`config.mk`:
```
export PLATFORM = sky130hd
export DESIGN_NAME = fft_frame_wr_ctrl
export DESIGN_NICKNAME = d
export VERILOG_FILES = /design/src/rtl/fft_cap_pkg.sv /design/src/rtl/fft_frame_wr_ctrl_peak_tracker.sv /design/src/rtl/fft_frame_wr_ctrl.sv
export SDC_FILE = /design/constraint.sdc
export NUM_CORES = 1
export LEC_CHECK = 0
export ABC_AREA = 1
export CORE_ASPECT_RATIO = 0.75
export CORE_MARGIN = 2
export CORE_UTILIZATION = 53
export CTS_CLUSTER_SIZE = 12
export DETAILED_ROUTE_END_ITERATION = 8
export GPL_TIMING_DRIVEN = 0
export PLACE_DENSITY_LB_ADDON = 0.1
export SLEW_MARGIN = 20
export SYNTH_ARGS = -nofsm -noshare
export SYNTH_HDL_FRONTEND = slang
export SYNTH_SLANG_ARGS = --single-unit
```
`constraint.sdc`:
```
create_clock -name clk -period 4 [get_ports clk]
set_input_delay 0.8 -clock clk [delete_from_list [all_inputs] [get_ports clk]]
set_output_delay 0.8 -clock clk [all_outputs]
set_load 0.05 [all_outputs]
```
`src/rtl/fft_cap_pkg.sv`:
```
// Shared types and default geometry for the FFT frame capture controller.
package fft_cap_pkg;

  typedef enum logic [2:0] {
    ST_IDLE,
    ST_SYNC,
    ST_CAPTURE,
    ST_SKIP,
    ST_DONE
  } cap_state_e;

  localparam int FFT_LEN_DEF   = 4096;
  localparam int STORE_LEN_DEF = 2048;
  localparam int BIN_W         = $clog2(FFT_LEN_DEF);
  localparam int ADDR_W        = $clog2(STORE_LEN_DEF);

endpackage

```
`src/rtl/fft_frame_wr_ctrl_peak_tracker.sv`:
```
// Running maximum / arg-max of one frame, published to the outputs on commit.
module peak_tracker #(
  parameter int DATA_W = 16,
  parameter int BIN_W  = 11
) (
  input  logic              clk,
  input  logic              rst,
  input  logic              clr,
  input  logic              en,
  input  logic              commit,
  input  logic [DATA_W-1:0] din,
  input  logic [BIN_W-1:0]  bin,
  output logic [DATA_W-1:0] peak_val,
  output logic [BIN_W-1:0]  peak_bin
);

  logic              run_vld_q, run_vld_d;
  logic [DATA_W-1:0] run_val_q, run_val_d;
  logic [BIN_W-1:0]  run_bin_q, run_bin_d;
  logic [DATA_W-1:0] peak_val_q, peak_val_d;
  logic [BIN_W-1:0]  peak_bin_q, peak_bin_d;

  logic              base_vld;
  logic [DATA_W-1:0] base_val;
  logic [BIN_W-1:0]  base_bin;
  logic              take;
  logic              nxt_vld;
  logic [DATA_W-1:0] nxt_val;
  logic [BIN_W-1:0]  nxt_bin;

  always_comb begin
    // clr starts a new frame: the current sample competes against an empty history
    base_vld = clr ? 1'b0 : run_vld_q;
    base_val = clr ? '0 : run_val_q;
    base_bin = clr ? '0 : run_bin_q;
    take     = en && (!base_vld || (din > base_val));
    nxt_vld  = base_vld | take;
    nxt_val  = take ? din : base_val;
    nxt_bin  = take ? bin : base_bin;

    run_vld_d  = run_vld_q;
    run_val_d  = run_val_q;
    run_bin_d  = run_bin_q;
    peak_val_d = peak_val_q;
    peak_bin_d = peak_bin_q;
    if (clr || en) begin
      run_vld_d = nxt_vld;
      run_val_d = nxt_val;
      run_bin_d = nxt_bin;
    end
    if (commit) begin
      peak_val_d = nxt_val;
      peak_bin_d = nxt_bin;
    end
  end

  always_ff @(posedge clk or posedge rst) begin
    if (rst) begin
      run_vld_q  <= 1'b0;
      run_val_q  <= '0;
      run_bin_q  <= '0;
      peak_val_q <= '0;
      peak_bin_q <= '0;
    end else begin
      run_vld_q  <= run_vld_d;
      run_val_q  <= run_val_d;
      run_bin_q  <= run_bin_d;
      peak_val_q <= peak_val_d;
      peak_bin_q <= peak_bin_d;
    end
  end

  assign peak_val = peak_val_q;
  assign peak_bin = peak_bin_q;

endmodule

```
`src/rtl/fft_frame_wr_ctrl.sv`:
```
// Frame-aligned capture of the low FFT bins into a dual-bank spectrum RAM,
// with single-shot / ping-pong modes, peak tracking and frame-length checking.
module fft_frame_wr_ctrl
  import fft_cap_pkg::*;
#(
  parameter int DATA_W       = 16,
  parameter int FFT_LEN      = FFT_LEN_DEF,
  parameter int STORE_LEN    = STORE_LEN_DEF,
  parameter int PEAK_MIN_BIN = 1
) (
  input  logic                         clk,
  input  logic                         rst,
  input  logic                         start,
  input  logic                         stop,
  input  logic                         cont_mode,
  input  logic [DATA_W-1:0]            din,
  input  logic                         din_valid,
  input  logic                         din_last,
  output logic [DATA_W-1:0]            wr_data,
  output logic [$clog2(STORE_LEN)-1:0] wr_addr,
  output logic                         wr_bank,
  output logic                         wr_en,
  output logic                         busy,
  output logic                         done,
  output logic                         frame_done,
  output logic                         rd_bank,
  output logic [DATA_W-1:0]            peak_val,
  output logic [$clog2(STORE_LEN)-1:0] peak_bin,
  output logic                         err
);

  localparam int BW = $clog2(FFT_LEN);
  localparam int AW = $clog2(STORE_LEN);
  localparam logic [BW-1:0] LAST_BIN  = BW'(FFT_LEN - 1);
  localparam logic [BW-1:0] STORE_END = BW'(STORE_LEN - 1);
  localparam logic [BW-1:0] PK_MIN    = BW'(PEAK_MIN_BIN);

  cap_state_e        state_q, state_d;
  logic [BW-1:0]     bin_q, bin_d;
  logic              cont_q, cont_d;
  logic              bank_q, bank_d;
  logic              rd_bank_q, rd_bank_d;
  logic              done_q, done_d;
  logic              err_q, err_d;
  logic              busy_q, busy_d;
  logic              frame_done_q, frame_done_d;
  logic              wr_en_q, wr_en_d;
  logic [AW-1:0]     wr_addr_q, wr_addr_d;
  logic [DATA_W-1:0] wr_data_q, wr_data_d;
  logic              wr_bank_q, wr_bank_d;

  logic step;
  logic frame_end;
  logic pk_clr, pk_en, pk_commit;

  always_comb begin
    state_d      = state_q;
    bin_d        = bin_q;
    cont_d       = cont_q;
    bank_d       = bank_q;
    rd_bank_d    = rd_bank_q;
    done_d       = done_q;
    err_d        = err_q;
    frame_done_d = 1'b0;
    wr_en_d      = 1'b0;
    wr_addr_d    = wr_addr_q;
    wr_data_d    = wr_data_q;
    wr_bank_d    = wr_bank_q;
    step         = 1'b0;
    frame_end    = 1'b0;
    pk_clr       = 1'b0;
    pk_en        = 1'b0;
    pk_commit    = 1'b0;

    if (stop) begin
      state_d = ST_IDLE;
    end else begin
      case (state_q)
        ST_IDLE, ST_DONE: begin
          if (start) begin
            state_d = ST_SYNC;
            cont_d  = cont_mode;
            done_d  = 1'b0;
            err_d   = 1'b0;
          end
        end
        ST_SYNC: begin
          if (din_valid && din_last) begin
            state_d = ST_CAPTURE;
            bin_d   = '0;
          end
        end
        ST_CAPTURE: begin
          if (din_valid) begin
            step      = 1'b1;
            wr_en_d   = 1'b1;
            wr_addr_d = bin_q[AW-1:0];
            wr_data_d = din;
            wr_bank_d = bank_q;
            pk_clr    = (bin_q == '0);
            pk_en     = (bin_q >= PK_MIN);
          end
        end
        ST_SKIP: begin
          step = din_valid;
        end
        default: state_d = ST_IDLE;
      endcase
    end

    // Frame-length bookkeeping shared by CAPTURE and SKIP
    if (step) begin
      if (bin_q == LAST_BIN) begin
        if (din_last) begin
          frame_end = 1'b1;
        end else begin
          err_d   = 1'b1;
          state_d = ST_SYNC;
        end
      end else if (din_last) begin
        err_d   = 1'b1;
        state_d = ST_CAPTURE;
        bin_d   = '0;
      end else begin
        bin_d = bin_q + 1'b1;
        if ((state_q == ST_CAPTURE) && (bin_q == STORE_END)) begin
          state_d = ST_SKIP;
        end
      end
    end

    if (frame_end) begin
      frame_done_d = 1'b1;
      rd_bank_d    = bank_q;
      pk_commit    = 1'b1;
      bin_d        = '0;
      if (cont_q) begin
        state_d = ST_CAPTURE;
        bank_d  = ~bank_q;
      end else begin
        state_d = ST_DONE;
        done_d  = 1'b1;
      end
    end

    busy_d = !((state_d == ST_IDLE) || (state_d == ST_DONE));
  end

  always_ff @(posedge clk or posedge rst) begin
    if (rst) begin
      state_q      <= ST_IDLE;
      bin_q        <= '0;
      cont_q       <= 1'b0;
      bank_q       <= 1'b0;
      rd_bank_q    <= 1'b0;
      done_q       <= 1'b0;
      err_q        <= 1'b0;
      busy_q       <= 1'b0;
      frame_done_q <= 1'b0;
      wr_en_q      <= 1'b0;
      wr_addr_q    <= '0;
      wr_data_q    <= '0;
      wr_bank_q    <= 1'b0;
    end else begin
      state_q      <= state_d;
      bin_q        <= bin_d;
      cont_q       <= cont_d;
      bank_q       <= bank_d;
      rd_bank_q    <= rd_bank_d;
      done_q       <= done_d;
      err_q        <= err_d;
      busy_q       <= busy_d;
      frame_done_q <= frame_done_d;
      wr_en_q      <= wr_en_d;
      wr_addr_q    <= wr_addr_d;
      wr_data_q    <= wr_data_d;
      wr_bank_q    <= wr_bank_d;
    end
  end

  peak_tracker #(
    .DATA_W (DATA_W),
    .BIN_W  (AW)
  ) u_peak (
    .clk      (clk),
    .rst      (rst),
    .clr      (pk_clr),
    .en       (pk_en),
    .commit   (pk_commit),
    .din      (din),
    .bin      (bin_q[AW-1:0]),
    .peak_val (peak_val),
    .peak_bin (peak_bin)
  );

  assign wr_data    = wr_data_q;
  assign wr_addr    = wr_addr_q;
  assign wr_bank    = wr_bank_q;
  assign wr_en      = wr_en_q;
  assign busy       = busy_q;
  assign done       = done_q;
  assign frame_done = frame_done_q;
  assign rd_bank    = rd_bank_q;
  assign err        = err_q;

endmodule

```
==> impl_metrics.tcl, run 1 <==
set metrics [dict create \
    route.detailed.drc 0 \
    switching_share 0.314 \
    clk_pin_slew_ps 70 \
    fin_area_mm2 0.00641 \
    insertion_delay_ps 350 \
    grt_pass1_vias 4158 \
    cts.sinks 106 \
    finalPower_mw 2.86 \
    wl_per_cell_um 15.2 \
    relSlewSlack 0.631 \
    worstMarginPinSlew_ps 554 \
    seq_area_frac_synth 0.522 \
    hold_viol 0 \
    mostFrequentLayoutCells "nand2_1, dfrtp_1, clkdlybuf4s50_1" \
    cts_buffers 9 \
    startpoint_type "input port" \
    cp_num_cells 21 \
    final_common_cell "nand2_1" \
    max_freq_mhz 269 \
    antenna_found_initial 0 \
    syn-cell-area_mm2 0.00509 \
    dp_slack_ps -420 \
    max_stage_delay_ps 490 \
    yosysUniqueCellTypes 36 \
    vdd_drop_max_v 0.000283 \
    track_usage 0.259 \
    path_class "in -> reg" \
    htree_levels 3 \
    ant_nets 0 \
    synth_fp_nets 634 \
    r2r-start "bin_q[0]" \
    diodes 0 \
    r2r_cells 20 \
    placed_area_mm2 0.00611 \
    cp_top_family "simple AND/OR/NAND/NOR gates" \
    vias 4315 \
    area_delta_synth_final_pct 26.1 \
    rsz0062_at_grt "no" \
    fp.dieW_um 117 \
    drt_pass1_iterations 5 \
    drv_cap 0 \
    internal_power_mw 1.96 \
    critPathRequiredTime_ps 4240 \
    min_path_cells 2 \
    end_kind "flop" \
    fin_skew_ps 10.3 \
    first_iter_violations 313 \
    setup_violations 0 \
    initial_core_util 0.553 \
    r2r_slack_ps 630 \
    crit_top_cell "nand2_1" \
    cts_setup_buffers 0 \
    die_area_mm2 0.0104 \
    portBuffers 83 \
    status "completed" \
    coreArea_mm2 0.00920 \
    postSynthAreaPerCell_um2 8.59 \
    root_buffer "clkbuf_16" \
    setup_slack_ps 289 \
    critPathMaxFanout 18 \
    finalNetCount 728 \
    cp_data_arrival_time_ps 3950 \
    grt_pass1_wl_mm 20.5 \
    power.leakage_nw 3.19 \
    yosysWarnings 0 \
    min_period_over_period 0.928 \
    grt_max_degree 78 \
    pwr-share-seq 0.442 \
    hold_path_class "reg -> reg" \
    fin_tns_setup_ps 0 \
    wl_mm 12.5 \
    p_comb_frac 0.246 \
    power_density_mw_per_mm2 446 \
    io_pins 84 \
    dieHeight_um 88.8 \
    fin_crit_ps 3710 \
    drv_slew 0 \
    place_congestion 0.919 \
    cts_max_path_buffers 2 \
    clock_power_share 0.312 \
    crit_slowest_cell "clkdlybuf4s50_1" \
    post-dp-hpwl_mm 9.04 \
    via_per_inst 5.27 \
    crit_chain "clkdlybuf4s50_1 > inv_1 > nor2_1 > nand2_1 > nor3_2 > inv_4 > nand2_1 > ha_1 > nand2_1 > nand2_1 > nand3_1 > nand2_1 > a21oi_1 > nand2_1 > nand2_1 > nand2_2 > nand2_2 > buf_2 > nand2_1 > nand3_1 > nand2_1" \
    fillers 713 \
    min-delay-start "u_peak.peak_val[8]" \
    postSynthCellCount 592 \
    ys_ff_latch 106 \
    p_sw_mw 0.898 \
    drive_gt1_frac 0.0709 \
    r2r-end "u_peak.peak_bin[9]" \
    fin_hold_ws_ps 480 \
    rows 30 \
    cts_tree "built" \
    overflow 0 \
    path_buf_inv 4 \
    whs_endpoint "u_peak.peak_val[8]" \
    holdBufCountCts 0 \
]
==> layer usage <==
layer,vias up,global-route usage,wire length [um]
li1,2100,-,-
met1,2032,0.387,6120
met2,172,0.397,5430
met3,11,0.0473,810
met4,0,0.0610,121
met5,-,0,0
==> Yosys cell counts (all sizes together) <==
| cell | instances | area share |
|---|---|---|
| nand2 | 190 | 0.14 |
| dfrtp | 106 | 0.52 |
| nand3 | 62 | 0.063 |
| inv | 54 | 0.040 |
| o21ai | 41 | 0.042 |
| and2 | 27 | 0.033 |
| nor2 | 23 | 0.019 |
| a21oi | 19 | 0.019 |
| ha | 19 | 0.047 |
| buf | 12 | 0.019 |
| clkbuf | 8 | 0.0059 |
| nor3 | 7 | 0.012 |
| a211oi | 5 | 0.0074 |
| nand4 | 5 | 0.0062 |
| xor2 | 5 | 0.0086 |
| a2111oi | 1 | 0.0017 |
| a21o | 1 | 0.0015 |
| mux2 | 1 | 0.0022 |
| nor4 | 1 | 0.0012 |
| o2111ai | 1 | 0.0017 |
| o22ai | 1 | 0.0012 |
| o2bb2ai | 1 | 0.0017 |
| or3 | 1 | 0.0012 |
| xnor2 | 1 | 0.0017 |
==> power by group through the flow <==
stage | registers, mW | clock network (mW) | logic, mW
final | 1.27 | 0.893 | 0.703
after global routing | 1.28 | 0.942 | 0.784
after CTS | 1.26 | 0.898 | 0.704
after detailed placement | 1.28 | 0 | 0.699
after global placement | 1.28 | 0 | 0.672
after floorplan | 1.42 | 0 | 0.349
==> worst max-delay path by stage <==
stage / from / end / slack (ps)
6_report: din_valid / u_peak.peak_bin[9] / 290
5_1_grt: din_valid / u_peak.peak_bin[9] / 20
4_1_cts: stop / u_peak.peak_bin[9] / 240
3_5_place_dp: stop / u_peak.peak_bin[9] / -420
3_3_place_gp: rst / u_peak.peak_bin[6] / -1080
2_1_floorplan: rst / bank_q / 410
==> cells by family (layout without fill, tap and decap cells) <==
logic type	after synthesis	in the layout	share of synthesized area
XOR/XNOR	6	6	0.0103
multiplexers	1	1	0.00221
buffers and inverters	74	173	0.0652
adder cells (fa/ha/maj)	19	19	0.0467
AND/OR/NAND/NOR	316	316	0.278
flip-flops	106	106	0.522
AO/OA/AOI/OAI	70	70	0.0758
==> metrics by stage <==
stage                     instances   util
final                           819  0.697
after global routing            819  0.697
after CTS                       819  0.696
after detailed placement        804  0.664
after global placement          803  0.661
after floorplan                 592      -
==> layout make-up <==
type	instances	area, um2	share of cell area
Buffer	19	123	0.0191
Clock buffer	12	246	0.0384
Clock inverter	4	51.3	0.00800
Inverter	54	213	0.0332
Multi-Input combinational cell	412	2110	0.329
Sequential cell	106	2650	0.414
Tap cell	128	160	0.0250
Timing Repair Buffer	84	858	0.134
==> repair_timing <==
item                       in CTS  in global routing
cloned                          0                  0
setup endpoints to repair      40                 40
hold endpoints to repair        0                  0
resized for setup               0                  2
==> worst register-to-register path, delay by kind of cell (launching register included) <==
kind | cells | cell delay, ps
AOI/OAI and AO/OA | 1 | 200
adders and majority gates | 2 | 430
buffers and inverters | 3 | 590
DFF | 1 | 440
and+or+nand+nor | 14 | 1600
==> registers in the layout, indices dropped and copies added (netlist names) <==
| register | count |
|---|---|
| wr_data | 16 |
| frame_done | 1 |
| bin_q | 12 |
| done | 1 |
| u_peak.peak_bin | 11 |
| u_peak.run_val_q | 16 |
| wr_bank | 1 |
| err | 1 |
| u_peak.run_bin_q | 11 |
| rd_bank | 1 |
| state_q | 3 |
| bank_q | 1 |
| busy | 1 |
| wr_en | 1 |
| u_peak.run_vld_q | 1 |
| wr_addr | 11 |
| cont_q | 1 |
| u_peak.peak_val | 16 |
No activity file was read; power rests on OpenSTA's default activity.
==> inputs of run 2 (changes only) <==
Settings changed: CORE_ASPECT_RATIO 0.75 to unset.
==> impl_metrics.tcl, run 2 (synthesis gave the netlist of run 1 again) <==
set metrics [dict create \
    status "completed" \
    area_delta_synth_final_pct 24.5 \
    root_buffer "clkbuf_8" \
    mostFrequentLayoutCells "nand2_1, dfrtp_1, clkdlybuf4s50_1" \
    drive_gt1_frac 0.0724 \
    via_per_inst 5.28 \
    startpoint_type "input port" \
    antenna_found_initial 0 \
    cts_buffers 9 \
    finalPower_mw 2.70 \
    io_pins 84 \
    end_kind "flop" \
    finalNetCount 728 \
    drv_cap 0 \
    hold_path_class "reg -> reg" \
    wl_mm 12.1 \
    first_iter_violations 184 \
    cts_tree "built" \
    initial_core_util 0.548 \
    critPathMaxFanout 18 \
    die_area_mm2 0.0104 \
    min-delay-start "u_peak.peak_val[9]" \
    power.leakage_nw 3.15 \
    overflow 0 \
    switching_share 0.323 \
    internal_power_mw 1.83 \
    vias 4329 \
    fillers 776 \
    worstMarginPinSlew_ps 581 \
    dp_cells 805 \
    clk_pin_slew_ps 90 \
    cts.sinks 106 \
    grt_pass1_wl_mm 19.9 \
    relSlewSlack 0.612 \
    seq_area_mm2 0.00265 \
    fin_hold_ws_ps 487 \
    fin_crit_ps 3680 \
    cp_data_arrival_time_ps 3930 \
    fp.dieW_um 102 \
    critPathLaunch "stop" \
    holdBufCountCts 0 \
    p_comb_frac 0.258 \
    dieHeight_um 102 \
    drt_pass1_iterations 5 \
    final_cells 820 \
    grt_pass1_vias 4294 \
    grt_max_degree 76 \
    r2r-start "bin_q[0]" \
    clock_power_share 0.273 \
    fin_skew_ps 9.73 \
    r2r_slack_ps 660 \
    max_freq_mhz 272 \
    place_congestion 0.918 \
    whs_endpoint "u_peak.peak_val[9]" \
    rsz0062_at_grt "no" \
    cts_setup_buffers 0 \
    critPathRequiredTime_ps 4250 \
    drv_slew 0 \
    insertion_delay_ps 360 \
    ant_nets 0 \
    fin_tns_setup_ps 0 \
    htree_levels 3 \
    cts_max_path_buffers 2 \
    multi_input_area_mm2 0.00210 \
    placed_area_mm2 0.00611 \
    dp_slack_ps -443 \
    r2r_cells 16 \
    coreArea_mm2 0.00928 \
    track_usage 0.243 \
    final_common_cell "nand2_1" \
    ctsResizeCount 0 \
    setup_violations 0 \
    setup_slack_ps 323 \
    portBuffers 83 \
    r2r-end "u_peak.run_bin_q[10]" \
    rows 35 \
    post-dp-hpwl_mm 8.77 \
    diodes 0 \
    vdd_drop_max_v 0.000314 \
    wl_per_cell_um 14.7 \
    route.detailed.drc 0 \
    pwr-share-seq 0.469 \
    utilization 0.682 \
    p_sw_mw 0.871 \
    path_class "in -> reg" \
    hold_viol 0 \
    power_density_mw_per_mm2 426 \
    fin_area_mm2 0.00633 \
    min_period_over_period 0.919 \
    min_path_cells 2 \
]
## run 2: power groups by stage
stage	combinational (mW)	sequential [mW]	clock (mW)
after floorplan	0.349	1.42	0
after global placement	0.671	1.28	0
after detailed placement	0.695	1.29	0
after CTS	0.699	1.27	0.754
after global routing	0.778	1.28	0.791
final	0.697	1.27	0.736
## run 2: final cells by class
class	count	area share
Clock inverter	6	0.0140
Multi-Input combinational cell	412	0.332
Tap cell	129	0.0255
Sequential cell	106	0.419
Timing Repair Buffer	84	0.136
Buffer	19	0.0194
Inverter	54	0.0332
Clock buffer	10	0.0217
## run 2: how the worst max path moves through the flow
stage	end	slack (ps)	depth (start not counted)
finish	u_peak.run_bin_q[10]	320	16
global route	u_peak.run_val_q[1]	90	16
CTS	u_peak.run_bin_q[10]	290	16
detailed placement	u_peak.run_val_q[1]	-440	17
global placement	u_peak.peak_val[8]	-1120	2
floorplan	bank_q	410	1
## run 2: worst max-delay path: stages
cell and delay, ps:
clkdlybuf4s50_1 550, nor2_1 90, nand2_1 160, nor3_2 70
inv_2 280, nand2_1 130, ha_1 320, nand2_1 80
nor3_1 310, nand4_1 130, nand2_1 130, nand2_2 150
nand2_2 190, buf_2 280, nand2_1 100, and2_1 150
## run 2: routing by layer
metal	track usage	vias up	routed length, um
li1	-	2094	-
met1	0.315	2071	5230
met2	0.415	142	5950
met3	0.0492	22	701
met4	0.0728	0	216
met5	0	-	0
